**src/rtl/sub_arbiter_if.sv**
```systemverilog
// Handshake bundle between the two subtract requesters, the shared subtractor and its consumer.
// Requesters and consumer use the master view; the arbiter uses the slave view.
interface sub_arbiter_if #(
    parameter int WIDTH = 32
);
    logic             req0_valid;
    logic             req0_ready;
    logic [WIDTH-1:0] req0_a;
    logic [WIDTH-1:0] req0_b;
    logic             req1_valid;
    logic             req1_ready;
    logic [WIDTH-1:0] req1_a;
    logic [WIDTH-1:0] req1_b;
    logic             rsp_valid;
    logic             rsp_ready;
    logic             rsp_id;
    logic [WIDTH-1:0] rsp_r;
    logic             rsp_zero;
    logic             rsp_neg;
    logic             rsp_ovf;
    logic             rsp_borrow;

    modport master (
        output req0_valid, req0_a, req0_b,
        output req1_valid, req1_a, req1_b,
        output rsp_ready,
        input  req0_ready, req1_ready,
        input  rsp_valid, rsp_id, rsp_r, rsp_zero, rsp_neg, rsp_ovf, rsp_borrow
    );

    modport slave (
        input  req0_valid, req0_a, req0_b,
        input  req1_valid, req1_a, req1_b,
        input  rsp_ready,
        output req0_ready, req1_ready,
        output rsp_valid, rsp_id, rsp_r, rsp_zero, rsp_neg, rsp_ovf, rsp_borrow
    );
endinterface

```
**src/rtl/sub_arbiter.sv**
```systemverilog
// Shared signed subtractor for ALU (port 0) and branch compare (port 1); flags built only with SUB_ARB_FLAGS_EN.
// 1-cycle latency into a single-entry buffer; readies drop while the buffer is full and not being drained.
module sub_arbiter #(
    parameter int WIDTH      = 32,
    parameter bit PRIO_FIXED = 1'b0
) (
    input  logic         clk,
    input  logic         rst_n,
    sub_arbiter_if.slave bus
);
    typedef enum logic {EMPTY, FULL} state_e;

    state_e           state_q, state_d;
    logic             ptr_q, ptr_d;
    logic             id_q;
    logic [WIDTH-1:0] r_q;

    logic             load;
    logic             both;
    logic             gnt1;
    logic             accept;
    logic [WIDTH-1:0] a_sel;
    logic [WIDTH-1:0] b_sel;
    logic [WIDTH-1:0] diff;

    always_ff @(posedge clk or negedge rst_n) begin
        if (!rst_n) begin
            state_q <= EMPTY;
            ptr_q   <= 1'b0;
        end else begin
            state_q <= state_d;
            ptr_q   <= ptr_d;
        end
    end

    always_comb begin
        state_d = state_q;
        ptr_d   = ptr_q;
        load    = (state_q == EMPTY) || bus.rsp_ready;
        both    = bus.req0_valid && bus.req1_valid;
        gnt1    = both ? (PRIO_FIXED ? 1'b0 : ptr_q) : bus.req1_valid;
        accept  = load && (bus.req0_valid || bus.req1_valid);
        a_sel   = gnt1 ? bus.req1_a : bus.req0_a;
        b_sel   = gnt1 ? bus.req1_b : bus.req0_b;
        diff    = a_sel - b_sel;

        bus.req0_ready = load && bus.req0_valid && !gnt1;
        bus.req1_ready = load && bus.req1_valid && gnt1;

        case (state_q)
            EMPTY: if (accept) state_d = FULL;
            FULL:  if (bus.rsp_ready && !accept) state_d = EMPTY;
            default: state_d = EMPTY;
        endcase

        // Pointer moves only when both contended, so the loser wins next time.
        if (accept && both) ptr_d = !gnt1;
    end

    always_ff @(posedge clk or negedge rst_n) begin
        if (!rst_n) begin
            id_q <= 1'b0;
            r_q  <= '0;
        end else if (accept) begin
            id_q <= gnt1;
            r_q  <= diff;
        end
    end

    assign bus.rsp_valid = (state_q == FULL);
    assign bus.rsp_id    = id_q;
    assign bus.rsp_r     = r_q;

`ifdef SUB_ARB_FLAGS_EN
    logic zero_q, neg_q, ovf_q, borrow_q;

    always_ff @(posedge clk or negedge rst_n) begin
        if (!rst_n) begin
            zero_q   <= 1'b0;
            neg_q    <= 1'b0;
            ovf_q    <= 1'b0;
            borrow_q <= 1'b0;
        end else if (accept) begin
            zero_q   <= (diff == '0);
            neg_q    <= diff[WIDTH-1];
            ovf_q    <= (a_sel[WIDTH-1] != b_sel[WIDTH-1]) && (diff[WIDTH-1] != a_sel[WIDTH-1]);
            borrow_q <= (a_sel < b_sel);
        end
    end

    assign bus.rsp_zero   = zero_q;
    assign bus.rsp_neg    = neg_q;
    assign bus.rsp_ovf    = ovf_q;
    assign bus.rsp_borrow = borrow_q;
`else
    assign bus.rsp_zero   = 1'b0;
    assign bus.rsp_neg    = 1'b0;
    assign bus.rsp_ovf    = 1'b0;
    assign bus.rsp_borrow = 1'b0;
`endif
endmodule

```
**src/flat_wrapper.sv**
```systemverilog
// flat-port wrapper written by rule: the top's interface ports become plain ports
module sub_arbiter_flat 
#(
    parameter int WIDTH      = 32,
    parameter bit PRIO_FIXED = 1'b0
)
  (clk, rst_n, bus_req0_valid, bus_req0_a, bus_req0_b, bus_req1_valid, bus_req1_a, bus_req1_b, bus_rsp_ready, bus_req0_ready, bus_req1_ready, bus_rsp_valid, bus_rsp_id, bus_rsp_r, bus_rsp_zero, bus_rsp_neg, bus_rsp_ovf, bus_rsp_borrow);
  sub_arbiter_if #(.WIDTH(WIDTH)) bus_i ();
  input  logic clk;
  input  logic rst_n;
  input wire logic [$bits(bus_i.req0_valid)-1:0] bus_req0_valid;
  input wire logic [$bits(bus_i.req0_a)-1:0] bus_req0_a;
  input wire logic [$bits(bus_i.req0_b)-1:0] bus_req0_b;
  input wire logic [$bits(bus_i.req1_valid)-1:0] bus_req1_valid;
  input wire logic [$bits(bus_i.req1_a)-1:0] bus_req1_a;
  input wire logic [$bits(bus_i.req1_b)-1:0] bus_req1_b;
  input wire logic [$bits(bus_i.rsp_ready)-1:0] bus_rsp_ready;
  output wire logic [$bits(bus_i.req0_ready)-1:0] bus_req0_ready;
  output wire logic [$bits(bus_i.req1_ready)-1:0] bus_req1_ready;
  output wire logic [$bits(bus_i.rsp_valid)-1:0] bus_rsp_valid;
  output wire logic [$bits(bus_i.rsp_id)-1:0] bus_rsp_id;
  output wire logic [$bits(bus_i.rsp_r)-1:0] bus_rsp_r;
  output wire logic [$bits(bus_i.rsp_zero)-1:0] bus_rsp_zero;
  output wire logic [$bits(bus_i.rsp_neg)-1:0] bus_rsp_neg;
  output wire logic [$bits(bus_i.rsp_ovf)-1:0] bus_rsp_ovf;
  output wire logic [$bits(bus_i.rsp_borrow)-1:0] bus_rsp_borrow;
  assign bus_i.req0_valid = bus_req0_valid;
  assign bus_i.req0_a = bus_req0_a;
  assign bus_i.req0_b = bus_req0_b;
  assign bus_i.req1_valid = bus_req1_valid;
  assign bus_i.req1_a = bus_req1_a;
  assign bus_i.req1_b = bus_req1_b;
  assign bus_i.rsp_ready = bus_rsp_ready;
  assign bus_req0_ready = bus_i.req0_ready;
  assign bus_req1_ready = bus_i.req1_ready;
  assign bus_rsp_valid = bus_i.rsp_valid;
  assign bus_rsp_id = bus_i.rsp_id;
  assign bus_rsp_r = bus_i.rsp_r;
  assign bus_rsp_zero = bus_i.rsp_zero;
  assign bus_rsp_neg = bus_i.rsp_neg;
  assign bus_rsp_ovf = bus_i.rsp_ovf;
  assign bus_rsp_borrow = bus_i.rsp_borrow;
  sub_arbiter #(.WIDTH(WIDTH), .PRIO_FIXED(PRIO_FIXED)) u_core (.clk(clk), .rst_n(rst_n), .bus(bus_i));
endmodule
```
**config.mk**
```make
export PLATFORM = sky130hd
export DESIGN_NAME = sub_arbiter_flat
export DESIGN_NICKNAME = d
export VERILOG_FILES = /design/src/rtl/sub_arbiter_if.sv /design/src/rtl/sub_arbiter.sv /design/src/flat_wrapper.sv
export SDC_FILE = /design/constraint.sdc
export NUM_CORES = 1
export LEC_CHECK = 0
export CORE_UTILIZATION = 43
export DETAILED_ROUTE_END_ITERATION = 8
export GPL_TIMING_DRIVEN = 1
export PLACE_DENSITY = 0.9
export SYNTH_ARGS = -nofsm -noshare
export SYNTH_HDL_FRONTEND = slang
export SYNTH_SLANG_ARGS = --single-unit
```
**constraint.sdc**
```tcl
create_clock -name clk -period 4.88 [get_ports clk]
set_input_delay 0.488 -clock clk [delete_from_list [all_inputs] [get_ports clk]]
set_output_delay 0.488 -clock clk [all_outputs]
set_load 0.05 [all_outputs]
```
Word level (Yosys, flattened, before mapping)
Index checks and enable logic that the tools add are counted.

storage, ports and cells
  register bits = 35
  bits of input ports = 133
  output and inout port bits = 40
  word-level logic and storage cells = 24

operators by class
  add/subtract/negate cells = 1
  multiplexer cells = 6
  bitwise gates (word level) = 1
  reductions and logical operators = 12

operators with widths
  cell                             count
  2-to-1 mux 32 bit                2
  subtractor 32 bit                1
  logical AND 1 bit                8
  2-to-1 mux 1 bit                 3
  zero test 1 bit                  2
  logical OR 1 bit                 2
  case mux 1 bit (2 select lines)  1
  inverter 1 bit                   1

Depth between registers and ports, before layout
  word-level depth = 7
  gate-level depth with buffers = 15
  mapped depth without buffers = 13

Worst setup path before layout
No wires, ideal clock.

  path type = input port to flip-flop
  start point = input port bus_req0_valid
  end point = register u_core.r_q[28] (netlist: u_core.bus.rsp_r[28])
  setup time = 0.120 ns
  data arrival time = 3.760 ns
  data required time = 4.760 ns
  setup slack = 1.001 ns
  cell stages on the path = 15
  path buffers = 2
  cell sequence = inv_1 o21ai_0 clkbuf_1 buf_1 mux2i_1 ha_1 inv_1 fa_1 a21o_1 a221o_1 a2111o_1 a21oi_4 o2bb2ai_2 o41ai_1 a31o_1

on the way
  word-level cells in the longest chain between the ends = 4
  elaborated cells between the ends (all ways) = 7
  those cells by class = add/sub: 1; mux: 3; reduce/logical: 3

ends and longest elaborated chain
  item                                         line                                  source
  start: declaration                           flat_wrapper.sv:11                    input wire logic [$bits(bus_i.req0_valid)-1:0] bus_req0_valid;
  logical AND 1 bit                            sub_arbiter.sv:40                     both = bus.req0_valid && bus.req1_valid;
  2-to-1 mux 1 bit                             sub_arbiter.sv:41                     gnt1 = both ? (PRIO_FIXED ? 1'b0 : ptr_q) : bus.req1_valid;
  2-to-1 mux 32 bit, on equally long branches  sub_arbiter.sv:43, sub_arbiter.sv:44
  subtractor 32 bit                            sub_arbiter.sv:45                     diff = a_sel - b_sel;
  end signal: assignment                       sub_arbiter.sv:66                     r_q <= diff;
  end: declaration                             sub_arbiter.sv:16                     logic [WIDTH-1:0] r_q;

Several ways; a longest one is shown, not always the timed one.
A chain may end at the register's enable or synchronous reset.

Final worst setup path
Same ends and word-level chain as after synthesis.

==> impl_metrics.py <==
metrics = {
    "timing": {
        "grt_setup_unrepaired": "false",
        "slew_headroom_pct": 45.34,
        "hold_viol": 0,
        "post-route-min-period_ns": 4.088,
        "finClkSkew_ns": 0.003520,
        "fin_tns_setup_ns": 0,
        "drv_slew": 0,
        "final-setup-viol-count": 0,
        "maxClockFrequency_ghz": 0.2446,
        "fin_crit_sh_pct": 83.77,
        "worst_pin_slew_ns": 0.8199,
        "fin_hold_ws_ns": 0.2833,
    },
    "power_and_ir_drop": {
        "combPwrFrac_pct": 70.0,
        "p_total_w": 0.002568,
        "power.density_mw_per_mm2": 454.9,
        "p_leak_nw": 2.479,
        "vdd_drop_max_mv": 0.2070,
        "switching_share_pct": 50.73,
        "net-switching-power_w": 0.001303,
        "pwr-share-seq_pct": 19.5,
        "power_frac_clock_pct": 10.5,
        "intPower_w": 0.001265,
    },
    "finish": {
        "antenna_cells": 0,
        "areaGrowthSynthToFinish_pct": 49.70,
        "final_nets": 778,
        "drive_above_1_share_pct": 8.306,
    },
    "synth": {
        "synth_top_area_share_pct": 23.22,
        "synth_compound_area_share_pct": 22.13,
        "netlist_instances": 457,
        "synthDistinctLibCells": 51,
        "synth_area_per_cell_um2": 8.252,
        "synthAdderAreaFrac_pct": 10.82,
        "synthTopCellsByCount": "62 x nand2_1, 44 x o21ai_0, 35 x dfrtp_1",
        "ys_seq_area_share_pct": 23.22,
        "synthArstFlopShare_pct": 100.0,
        "synth_ff_type": "dfrtp_1",
        "syn_area_mm2": 0.003771,
        "yosys_warnings": 0,
        "synth_most_common_cell": "nand2_1",
        "synth_top_area_cell": "dfrtp_1",
        "synthMuxAreaShare_pct": 17.49,
        "synth-edff-count": 0,
        "synth_top_family_by_area": "compound AO/OA/AOI/OAI gates",
        "synthSimpleGateAreaFrac_pct": 15.83,
        "synth-xor-area-share_pct": 6.271,
        "ys_ff_latch": 35,
        "synth_area_leaders": "dfrtp_1 23%, ha_1 10%, mux2_2 9.3%, mux2i_1 8.2%, nand2_1 6.2%",
    },
    "floorplanning": {
        "row_count": 33,
        "ios": 173,
        "core_mm2": 0.008341,
        "die_x_um": 95.65,
        "dieArea_mm2": 0.009149,
        "initial_core_util_pct": 45.21,
        "fp.dieH_um": 95.65,
    },
    "clock_network": {
        "ctsResizeCount": 0,
        "cts-root-buf": "clkbuf_8",
        "cts_sinks": 35,
        "clock_latency_ns": 0.29,
        "clock_path_buffers": 2,
        "postCtsSetupBuffers": 0,
        "path_clk_slew_ns": 0.08,
        "cts_hold_repair.buffers": 0,
        "cts_buffers": 5,
        "cts_tree": "built",
        "htree_levels": 2,
    },
    "grt": {
        "grt_pass1_wl_mm": 18.33,
        "grt_usage_pct": 25.16,
        "grt_pass1_vias": 4132,
        "grt_max_degree": 61,
        "antenna_found_initial": 0,
        "grt_overflow_total": 0,
    },
    "detailed_routing": {
        "viasPerCell": 5.733,
        "final_antenna_net_count": 0,
        "vias": 4122,
        "initialDrtViolationCount": 214,
        "wl_mm": 11.34,
        "wl_per_cell_um": 15.77,
        "first_pass_iters": 5,
        "drc_errors": 0,
    },
    "setup_path": {
        "worst-setup-path-type": "in2reg",
        "crit_arrival_ns": 4.27,
        "cpLargestDelayFamily": "compound AO/OA/AOI/OAI gates",
        "endpoint_kind": "flop",
        "cp_cell_sequence": "clkdlybuf4s50_1 -> inv_1 -> o21ai_4 -> buf_4 -> mux2_2 -> ha_1 -> and3_1 -> a221o_1 -> a2111o_1 -> a21oi_4 -> o2bb2ai_2 -> o41ai_1 -> a31o_1",
        "cp_slowest_cell": "clkdlybuf4s50_1",
        "timing.critical_path.buf_inv": 3,
        "path_max_fanout": 20,
        "required_ns": 5.07,
        "cpPeakStageDelay_ns": 0.60,
        "startpoint_type": "input port",
    },
    "placement": {
        "gp_congestion": 0.9429,
        "portBuffers": 168,
        "place_hpwl_mm": 9.149,
    },
    "status": {
        "status": "completed",
    },
    "job": {
        "drv_cap": 0,
    },
    "worst_hold_path": {
        "hold_path_class": "in2async",
    },
}
==> power groups by stage <==
stage / combinational [W] / sequential, W / clock (W)
after floorplan: 0.000772 / 0.000925 / 0
after global placement: 0.00174 / 0.000500 / 0
after detailed placement: 0.00178 / 0.000505 / 0
after CTS: 0.00179 / 0.000499 / 0.000271
after global routing: 0.00193 / 0.000512 / 0.000283
final: 0.00180 / 0.000500 / 0.000270
==> path summary, 6_finish.rpt <==
check / from / endpoint / slack [ns] / cells after the start
hold reg to reg: u_core.bus.rsp_r[23] / u_core.bus.rsp_r[23] / 0.48 / 2
max in group asynchronous: rst_n / u_core.bus.rsp_r[20] / 4.08 / 1
setup reg to reg: u_core.ptr_q / u_core.bus.rsp_r[28] / 1.29 / 11
setup / recovery: bus_req0_valid / u_core.bus.rsp_r[28] / 0.79 / 13
hold / removal: rst_n / u_core.bus.rsp_valid / 0.28 / 1
min in group clk: u_core.bus.rsp_r[23] / u_core.bus.rsp_r[23] / 0.48 / 2
==> state kept, by name (all words and copies together), names as in the netlist <==
register              flops
u_core.bus.rsp_id         1
u_core.bus.rsp_r         32
u_core.bus.rsp_valid      1
u_core.ptr_q              1
==> cell usage in the layout (no fill, tap or decap), drive strengths merged, types with 3 or more instances in the layout <==
| cell type | Yosys | final |
|---|---|---|
| inv | 10 | 10 |
| and3 | 7 | 7 |
| a31o | 3 | 3 |
| nor2 | 22 | 22 |
| nand2 | 62 | 62 |
| xnor2 | 13 | 13 |
| a21o | 12 | 12 |
| mux2i | 31 | 31 |
| nand3 | 9 | 9 |
| o21bai | 4 | 4 |
| mux2 | 31 | 31 |
| buf | 9 | 5 |
| nand2b | 4 | 4 |
| clkbuf | 17 | 5 |
| a21oi | 34 | 34 |
| nor3 | 9 | 9 |
| and2 | 3 | 3 |
| o41ai | 3 | 3 |
| dfrtp | 35 | 35 |
| o21ai | 46 | 46 |
| ha | 31 | 31 |
| a31oi | 7 | 7 |
| clkdlybuf4s50 | 0 | 167 |
| nand4 | 5 | 5 |
| a211oi | 3 | 3 |
| nor2b | 4 | 4 |
| conb | 1 | 4 |
| xor2 | 14 | 14 |
| or3 | 5 | 5 |
| o211ai | 4 | 4 |
| o311ai | 3 | 3 |
==> metrics by stage <==
stage | instances | instance area, um^2 | worst slack, ns | util [%]
5_1_grt | 719 | 5645 | 0.5117 | 67.69
6_report | 719 | 5645 | 0.7921 | 67.69
4_1_cts | 719 | 5645 | 0.8008 | 67.69
3_5_place_dp | 711 | 5533 | 0.5087 | 66.34
2_1_floorplan | 460 | 3782 | 1.001 | -
3_3_place_gp | 711 | 5533 | 0.6341 | 66.34
==> cell families (layout without fill, tap and decap cells) <==
logic type	Yosys count	count (layout)
compound gates	132	132
simple gates	132	132
mux	62	62
buf+inv	36	190
flops	35	35
fa+ha+maj	32	32
xor+xnor	27	27
other cells	1	4
==> layer usage <==
metal | part of all wire, % | GRT usage [%]
met5 | 0 | 0
met4 | 2.3 | 10.07
met3 | 8.1 | 3.748
met2 | 50 | 44.40
met1 | 40 | 30.46
==> final cells by class <==
| cell class | instances | area, um^2 |
|---|---|---|
| tap | 105 | 131.4 |
| sequential | 35 | 875.8 |
| clock inverter | 3 | 43.79 |
| fill | 659 | 2695 |
| clock buffer | 5 | 68.82 |
| timing repair buffer | 172 | 1719 |
| inverter | 10 | 37.54 |
| multi-input combinational | 389 | 2769 |
Note: power is estimated with default switching activity, not from simulation.
